`src/rtl/rs_driver.sv`:
```
// Command stage for a NOR RS latch: turns set/reset requests into non-overlapping,
// fixed-width R/S pulses, waits out a settle gap, then verifies the synchronised readback.
module rs_driver #(
    parameter int PULSE_W = 2,
    parameter int GAP_W   = 3
) (
    input  logic CLK,
    input  logic RST,
    input  logic SET_REQ,
    input  logic RST_REQ,
    input  logic Q,
    input  logic NQ,
    output logic R,
    output logic S,
    output logic BUSY,
    output logic DONE,
    output logic ERR
);
    localparam int CNT_MAX = (PULSE_W > GAP_W) ? PULSE_W : GAP_W;
    localparam int CW      = $clog2(CNT_MAX + 1);
    localparam logic [CW-1:0] PULSE_LOAD = CW'(PULSE_W - 1);
    localparam logic [CW-1:0] GAP_LOAD   = CW'(GAP_W - 1);

    typedef enum logic [1:0] {IDLE, DRIVE, GAP, CHECK} state_t;

    state_t        state_reg, state_next;
    logic [CW-1:0] cnt_reg, cnt_next;
    logic          cmd_set_reg, cmd_set_next;
    logic          pend_valid_reg, pend_valid_next;
    logic          pend_set_reg, pend_set_next;
    logic          r_reg, s_reg, busy_reg, done_reg, err_reg;
    logic          r_next, s_next, busy_next, done_next, err_next;

    logic [1:0] latch_raw;
    logic [1:0] latch_sync;
    logic       req, req_set, readback_bad;

    // Two-flop synchronisers for the asynchronous latch outputs (bit 0 = Q, bit 1 = NQ).
    assign latch_raw = {NQ, Q};
    generate
        for (genvar gi = 0; gi < 2; gi++) begin : g_sync
            logic sync1_reg, sync2_reg;
            always_ff @(posedge CLK) begin
                if (RST) begin
                    sync1_reg <= 1'b0;
                    sync2_reg <= 1'b0;
                end else begin
                    sync1_reg <= latch_raw[gi];
                    sync2_reg <= sync1_reg;
                end
            end
            assign latch_sync[gi] = sync2_reg;
        end
    endgenerate

    // Simultaneous set and reset requests resolve to a reset command.
    assign req     = SET_REQ | RST_REQ;
    assign req_set = SET_REQ & ~RST_REQ;

    assign readback_bad = cmd_set_reg ? !( latch_sync[0] && !latch_sync[1])
                                      : !(!latch_sync[0] &&  latch_sync[1]);

    always_comb begin
        state_next      = state_reg;
        cnt_next        = cnt_reg;
        cmd_set_next    = cmd_set_reg;
        pend_valid_next = pend_valid_reg;
        pend_set_next   = pend_set_reg;
        case (state_reg)
            IDLE: begin
                if (req) begin
                    state_next   = DRIVE;
                    cnt_next     = PULSE_LOAD;
                    cmd_set_next = req_set;
                end
            end
            DRIVE: begin
                if (req) begin
                    pend_valid_next = 1'b1;
                    pend_set_next   = req_set;
                end
                if (cnt_reg == '0) begin
                    state_next = GAP;
                    cnt_next   = GAP_LOAD;
                end else begin
                    cnt_next = cnt_reg - CW'(1);
                end
            end
            GAP: begin
                if (req) begin
                    pend_valid_next = 1'b1;
                    pend_set_next   = req_set;
                end
                if (cnt_reg == '0) begin
                    state_next = CHECK;
                end else begin
                    cnt_next = cnt_reg - CW'(1);
                end
            end
            CHECK: begin
                // Pending command wins; a same-cycle request takes its place in the slot.
                if (pend_valid_reg) begin
                    state_next      = DRIVE;
                    cnt_next        = PULSE_LOAD;
                    cmd_set_next    = pend_set_reg;
                    pend_valid_next = req;
                    pend_set_next   = req_set;
                end else if (req) begin
                    state_next   = DRIVE;
                    cnt_next     = PULSE_LOAD;
                    cmd_set_next = req_set;
                end else begin
                    state_next = IDLE;
                end
            end
            default: state_next = IDLE;
        endcase

        s_next    = (state_next == DRIVE) &&  cmd_set_next;
        r_next    = (state_next == DRIVE) && !cmd_set_next;
        busy_next = (state_next != IDLE);
        done_next = (state_next == CHECK);
        err_next  = err_reg | ((state_next == CHECK) && readback_bad);
    end

    always_ff @(posedge CLK) begin
        if (RST) begin
            state_reg      <= IDLE;
            cnt_reg        <= '0;
            cmd_set_reg    <= 1'b0;
            pend_valid_reg <= 1'b0;
            pend_set_reg   <= 1'b0;
            r_reg          <= 1'b0;
            s_reg          <= 1'b0;
            busy_reg       <= 1'b0;
            done_reg       <= 1'b0;
            err_reg        <= 1'b0;
        end else begin
            state_reg      <= state_next;
            cnt_reg        <= cnt_next;
            cmd_set_reg    <= cmd_set_next;
            pend_valid_reg <= pend_valid_next;
            pend_set_reg   <= pend_set_next;
            r_reg          <= r_next;
            s_reg          <= s_next;
            busy_reg       <= busy_next;
            done_reg       <= done_next;
            err_reg        <= err_next;
        end
    end

    assign R    = r_reg;
    assign S    = s_reg;
    assign BUSY = busy_reg;
    assign DONE = done_reg;
    assign ERR  = err_reg;
endmodule

```
`config.mk`:
```
export PLATFORM = sky130hd
export DESIGN_NAME = rs_driver
export DESIGN_NICKNAME = d
export VERILOG_FILES = /design/src/rtl/rs_driver.sv
export SDC_FILE = /design/constraint.sdc
export NUM_CORES = 1
export LEC_CHECK = 0
export CAP_MARGIN = 20
export CORE_AREA = 2 2 40 42
export CTS_BUF_LIST = sky130_fd_sc_hd__clkbuf_8
export DETAILED_ROUTE_END_ITERATION = 7
export DIE_AREA = 0 0 42 44
export PLACE_DENSITY_LB_ADDON = 0.2
export SKIP_CTS_REPAIR_TIMING = 1
export SLEW_MARGIN = 20
export SYNTH_ARGS = -nofsm -noshare
export SYNTH_HDL_FRONTEND = slang
export SYNTH_SLANG_ARGS = --single-unit
```
`constraint.sdc`:
```
create_clock -name CLK -period 2.8 [get_ports CLK]
set_clock_uncertainty 0.2 [all_clocks]
set_input_delay 0.56 -clock CLK [delete_from_list [all_inputs] [get_ports CLK]]
set_output_delay 0.56 -clock CLK [all_outputs]
set_load 0.02 [all_outputs]
```
==> impl_metrics.json, run 1 <==
{
  "fillers": 123,
  "p_total_w": 0.0006653,
  "cts_tree": "built",
  "grt_usage": 0.1873,
  "synth-edff-count": 0,
  "synth.net_count": 99,
  "r2r_setup_slack_ns": 0.95,
  "relSlewSlack": 0.7783,
  "syn-instance-count": 86,
  "cts_inserted_buffers": 3,
  "num_rows": 14,
  "final_cell_area_um2": 964.7,
  "dpl-instance-area_um2": 909.6,
  "drt_iter0_drc": 2,
  "setup_ws_ns": 0.8482,
  "post-place-ws_ns": 0.6511,
  "nets": 114,
  "vdd_drop_max_uv": 494.5,
  "tns_ns": 0,
  "syn_area_per_cell_um2": 9.137,
  "min_period_ns": 1.952,
  "dieArea_mm2": 0.001848,
  "fmax_mhz": 512.4,
  "path_cells": "clkdlybuf4s50_1",
  "clockBufferDepth": 2,
  "critPathRequiredTime_ns": 2.04,
  "endpoint_kind": "output pin",
  "grt_pass1_vias": 606,
  "slew_viol_final": 0,
  "seq_area_frac_synth": 0.4076,
  "clk_latency_ns": 0.25,
  "outcome": "completed",
  "critical_path.max_fanout": 2,
  "synth_top_area_frac": 0.4076,
  "rr_endpoint": "R",
  "r2r_cells": 5,
  "routed_wl_um": 1423,
  "wl_per_cell_um": 12.27,
  "die_w_um": 42,
  "min_to": "g_sync[1].sync2_reg",
  "hpwl_um": 1076,
  "critPathTopFamily": "buffers and inverters",
  "yosysUniqueCellTypes": 29,
  "area_growth_pct": 22.77,
  "min_period_over_period": 0.6971,
  "hold_violations": 0,
  "synth_seq_cells": 16,
  "drive_gt1_frac": 0.1200,
  "io_pins": 11,
  "viasPerCell": 5.388,
  "critPathKind": "flip-flop to output pin",
  "busiest_layer": "met2",
  "p_leak_nw": 0.3929,
  "setup_viol": 0,
  "slowest_delay_ns": 0.61,
  "cts_max_level": 1,
  "regArea_um2": 320.3,
  "gp_congestion": 0.7647,
  "synth.most_common_cell": "dfxtp_1",
  "grt_overflow": 0,
  "port_buffers": 10,
  "cp_data_arrival_time_ns": 1.19,
  "ant_nets": 0,
  "startpoint_type": "flip-flop",
  "num_vias": 625,
  "synth.largest_area_cell": "dfxtp_1",
  "core-area_mm2": 0.001419,
  "clock_sinks": 16,
  "p_per_area_mw_per_mm2": 689.6,
  "synth_area_leaders": "dfxtp_1 (41%), ha_1 (11%), a21oi_1 (4.5%)",
  "grt_max_degree": 13,
  "dieHeight_um": 44,
  "antenna_found_initial": 0,
  "multi_input_area_um2": 427.9,
  "synthArstFlopShare": 0,
  "critPathSlowestCell": "clkdlybuf4s50_1",
  "path_clk_slew_ns": 0.06,
  "cts-root-buf": "clkbuf_8",
  "yosysWarnings": 0,
  "yosys-top-cells-count": "dfxtp_1 (16), inv_1 (9), nor2_1 (8)",
  "gr-usage-met1": 0.2403,
  "rsz0062_at_grt": "false",
  "timing.hold.ws_ns": 0.2420,
  "min-delay-start": "g_sync[1].sync1_reg",
  "hold_depth": 1,
  "r2r_start": "state_reg[0]",
  "start_util": 0.5538,
  "n_antenna_cell": 0,
  "cap_violations": 0,
  "synth_flop_cell": "dfxtp_1",
  "synth_area_um2": 785.8,
  "grtUsageMet2": 0.2875,
  "drc": 0,
  "crit_buf_inv": 1,
  "drt_first_pass_iters": 4,
  "tightest_slew_ns": 0.3326,
  "grt_first_pass_wirelength_um": 2546,
  "hold_path_class": "flip-flop to flip-flop",
  "grt.met3_usage": 0.05417
}
[cells in the final DEF (no fill, tap or decap)]
cell type / instances
a21boi_0: 1
a21oi_1: 7
a221oi_1: 1
a22o_4: 1
a31o_2: 1
a31oi_1: 2
and3b_1: 1
and4bb_2: 1
buf_4: 1
clkbuf_8: 4
clkdlybuf4s50_1: 10
dfxtp_1: 16
ha_1: 7
inv_1: 9
mux2i_1: 1
nand2_1: 3
nand2_2: 1
nand2b_1: 3
nand3b_1: 2
nor2_1: 8
nor2_4: 1
nor2b_1: 5
nor3_1: 1
nor3b_1: 1
nor4_1: 1
o21ai_0: 6
o21ai_2: 1
o22a_1: 1
o22ai_1: 1
o32ai_2: 1
or3_1: 1
[logic make-up (layout without fill, tap and decap cells)]
family / after synthesis / after routing / synth area share
compound gates: 23 / 23 / 0.2038
simple gates: 29 / 29 / 0.2166
buf+inv: 10 / 24 / 0.04776
fa+ha+maj: 7 / 7 / 0.1115
flops: 16 / 16 / 0.4076
mux: 1 / 1 / 0.01274
[routing by layer]
metal / part of all wire / routed length [µm]
met3: 0.039 / 55
met5: 0 / 0
met4: 0.022 / 31
met2: 0.44 / 629
met1: 0.50 / 706
[stage by stage]
step,utilization,cells
after global routing,0.6799,116
after CTS,0.6799,116
after global placement,0.6411,112
final,0.6799,116
after floorplan,-,86
after detailed placement,0.6411,112
[worst max path at each step]
stage	startpoint	end	slack, ns	cells after the start
6_report	ERR	ERR	0.85	1
3_5_place_dp	RST_REQ	ERR	0.65	5
2_1_floorplan	state_reg[0]	ERR	1.11	6
5_1_grt	state_reg[0]	ERR	0.80	6
4_1_cts	ERR	ERR	0.84	1
3_3_place_gp	RST_REQ	ERR	0.68	5
[where the power goes]
group	total, W	internal (W)	switching (W)
Combinational	0.000187	0.0000862	0.000101
Sequential	0.000276	0.000257	0.0000190
Clock	0.000202	0.000125	0.0000776
[final cells by class]
| type | count | area share |
|---|---|---|
| Tap cell | 16 | 0.02075 |
| Clock buffer | 4 | 0.05707 |
| Sequential cell | 16 | 0.3320 |
| Timing Repair Buffer | 11 | 0.1115 |
| Multi-Input combinational cell | 60 | 0.4436 |
| Inverter | 9 | 0.03502 |
Power figures use the tool's default switching activity.
==> run 2: changes to the inputs <==
--- a/config.mk
+++ b/config.mk
@@ -6,10 +6,10 @@
 export NUM_CORES = 1
 export LEC_CHECK = 0
 export CAP_MARGIN = 20
-export CORE_AREA = 2 2 40 42
+export CORE_AREA = 2 2 44 46
 export CTS_BUF_LIST = sky130_fd_sc_hd__clkbuf_8
 export DETAILED_ROUTE_END_ITERATION = 7
-export DIE_AREA = 0 0 42 44
+export DIE_AREA = 0 0 46 48
 export PLACE_DENSITY_LB_ADDON = 0.2
 export SKIP_CTS_REPAIR_TIMING = 1
 export SLEW_MARGIN = 20
==> constraint.sdc (replaced) <==
create_clock -name CLK -period 1.59 [get_ports CLK]
set_clock_uncertainty 0.2 [all_clocks]
set_input_delay 0.318 -clock CLK [delete_from_list [all_inputs] [get_ports CLK]]
set_output_delay 0.318 -clock CLK [all_outputs]
set_load 0.02 [all_outputs]
==> run 2 against run 1 <==
The flow now finishes with violations (negative setup slack). Utilization increased by 8.8 points. Non-clock buffer count increased by 18. First-iteration DRC count increased to 12 times the previous value. Via count increased by 18%. Power increased by 120%. Sequential share of layout area decreased by 7.9 points. Cell area increased by 35%. Clock power increased by 81%. Critical path depth increased by 5. Flip-flop and latch count unchanged. Critical path type is now flip-flop to flip-flop.
==> impl_metrics.json, run 2 (synthesized netlist as in run 1, its figures left out) <==
{
  "clock_sinks": 16,
  "grt_max_degree": 13,
  "port_buffers": 10,
  "ant_nets": 0,
  "num_rows": 15,
  "core-area_mm2": 0.001689,
  "grt_overflow": 0,
  "viasPerCell": 5.474,
  "final_cell_mix": "buf_4 (15), dfxtp_1 (14), dlymetal6s2s_1 (7)",
  "routed_wl_um": 2176,
  "cap_violations": 0,
  "p_switching_w": 0.0004808,
  "start_util": 0.4652,
  "gp_congestion": 0.8186,
  "grt_first_pass_wirelength_um": 2677,
  "clk_latency_ns": 0.25,
  "slew_viol_final": 0,
  "clockBufferDepth": 2,
  "pwr-share-comb": 0.412,
  "seqPwrFrac": 0.340,
  "power_frac_clock": 0.248,
  "dpl-instance-area_mm2": 0.001006,
  "cts_tree": "built",
  "setup_viol": 4,
  "relSlewSlack": 0.7508,
  "min_period_ns": 1.635,
  "dieHeight_um": 48,
  "grt_usage": 0.1707,
  "dieArea_mm2": 0.002208,
  "cts_max_level": 1,
  "final_cell_area_mm2": 0.001297,
  "hold_violations": 0,
  "area_growth_pct": 65.13,
  "crit_buf_inv": 1,
  "hold_path_class": "flip-flop to flip-flop",
  "outcome": "complete, but fails checks",
  "p_leak_nw": 0.6027,
  "violations": "negative setup slack",
  "grt_pass1_vias": 672,
  "min_period_over_period": 1.028,
  "cts-root-buf": "clkbuf_8",
  "cts_inserted_buffers": 3,
  "io_pins": 11,
  "timing.hold.ws_ns": 0.2595,
  "drt_iter0_drc": 23,
  "startpoint_type": "flip-flop",
  "tightest_slew_ns": 0.3703,
  "final_common_cell": "buf_4",
  "antenna_found_initial": 0,
  "swShare": 0.3266,
  "vdd_drop_max_uv": 743.0,
  "critPathTopFamily": "compound AO/OA/AOI/OAI gates",
  "wl_per_cell_um": 16.12,
  "internal_power_w": 0.0009912,
  "path_clk_slew_ns": 0.07,
  "drive_gt1_frac": 0.4322,
  "n_antenna_cell": 0,
  "slowest_delay_ns": 0.38,
  "endpoint_kind": "flip-flop",
  "critPathKind": "flip-flop to flip-flop",
  "rsz0062_at_grt": "true",
  "path_cells": "inv_6 > ha_4 > nor2b_1 > o22a_1 > o21ai_4 > and3b_1",
  "drt_first_pass_iters": 5,
  "drc": 0,
  "cp_data_arrival_time_ns": 1.59,
  "critPathRequiredTime_ns": 1.54,
  "num_vias": 739,
  "p_total_w": 0.001472,
  "hpwl_um": 1222,
  "critPathSlowestCell": "dfxtp_4",
  "critical_path.max_fanout": 6,
  "p_per_area_mw_per_mm2": 1135,
  "setup_ws_ns": -0.04529,
  "fmax_mhz": 611.5,
  "nets": 132,
  "die_w_um": 46
}
[run 2: worst paths after layout]
kind                        from             endpoint  slack, ns  cells past startpoint
max                 state_reg[1]                    R      -0.05                      6
min          g_sync[1].sync1_reg  g_sync[1].sync2_reg       0.26                      1
max reg2reg         state_reg[1]                    R      -0.05                      6
min reg2reg  g_sync[1].sync1_reg  g_sync[1].sync2_reg       0.26                      1
[run 2: per-layer routing]
| metal | vias up | wire length (µm) | global-route usage |
|---|---|---|---|
| met2 | 20 | 1112 | 0.3056 |
| li1 | 366 | - | - |
| met1 | 341 | 871 | 0.1941 |
| met3 | 12 | 96 | 0.06038 |
| met4 | 0 | 96 | 0.04000 |
| met5 | - | 0 | 0 |
[run 2: cell type report]
type	instances	area, µm²
repair buffers	29	275.3
inverters	9	43.79
well taps	17	21.27
clock buffers	4	55.05
fillers	114	391.6
multi-input cells	60	574.3
flip-flops and latches	16	327.8
[run 2: per-stage QoR]
stage          setup WS, ns  setup TNS [ns]  std cells  utilization
3_5_place_dp        -0.2946          -2.083        125       0.5956
4_1_cts             -0.1295         -0.8672        129       0.6281
3_3_place_gp        -0.2291          -1.835        125       0.5956
5_1_grt             -0.1123         -0.4480        135       0.7681
6_report           -0.04529        -0.09588        135       0.7681
2_1_floorplan      0.008377               0         86            -
[run 2: power by group through the flow]
stage | logic (W) | clock network [W] | registers (W)
global placement | 0.000396 | 0 | 0.000495
detailed placement | 0.000407 | 0 | 0.000496
finish | 0.000607 | 0.000365 | 0.000501
floorplan | 0.000208 | 0 | 0.000515
CTS | 0.000409 | 0.000368 | 0.000487
global route | 0.000646 | 0.000390 | 0.000504
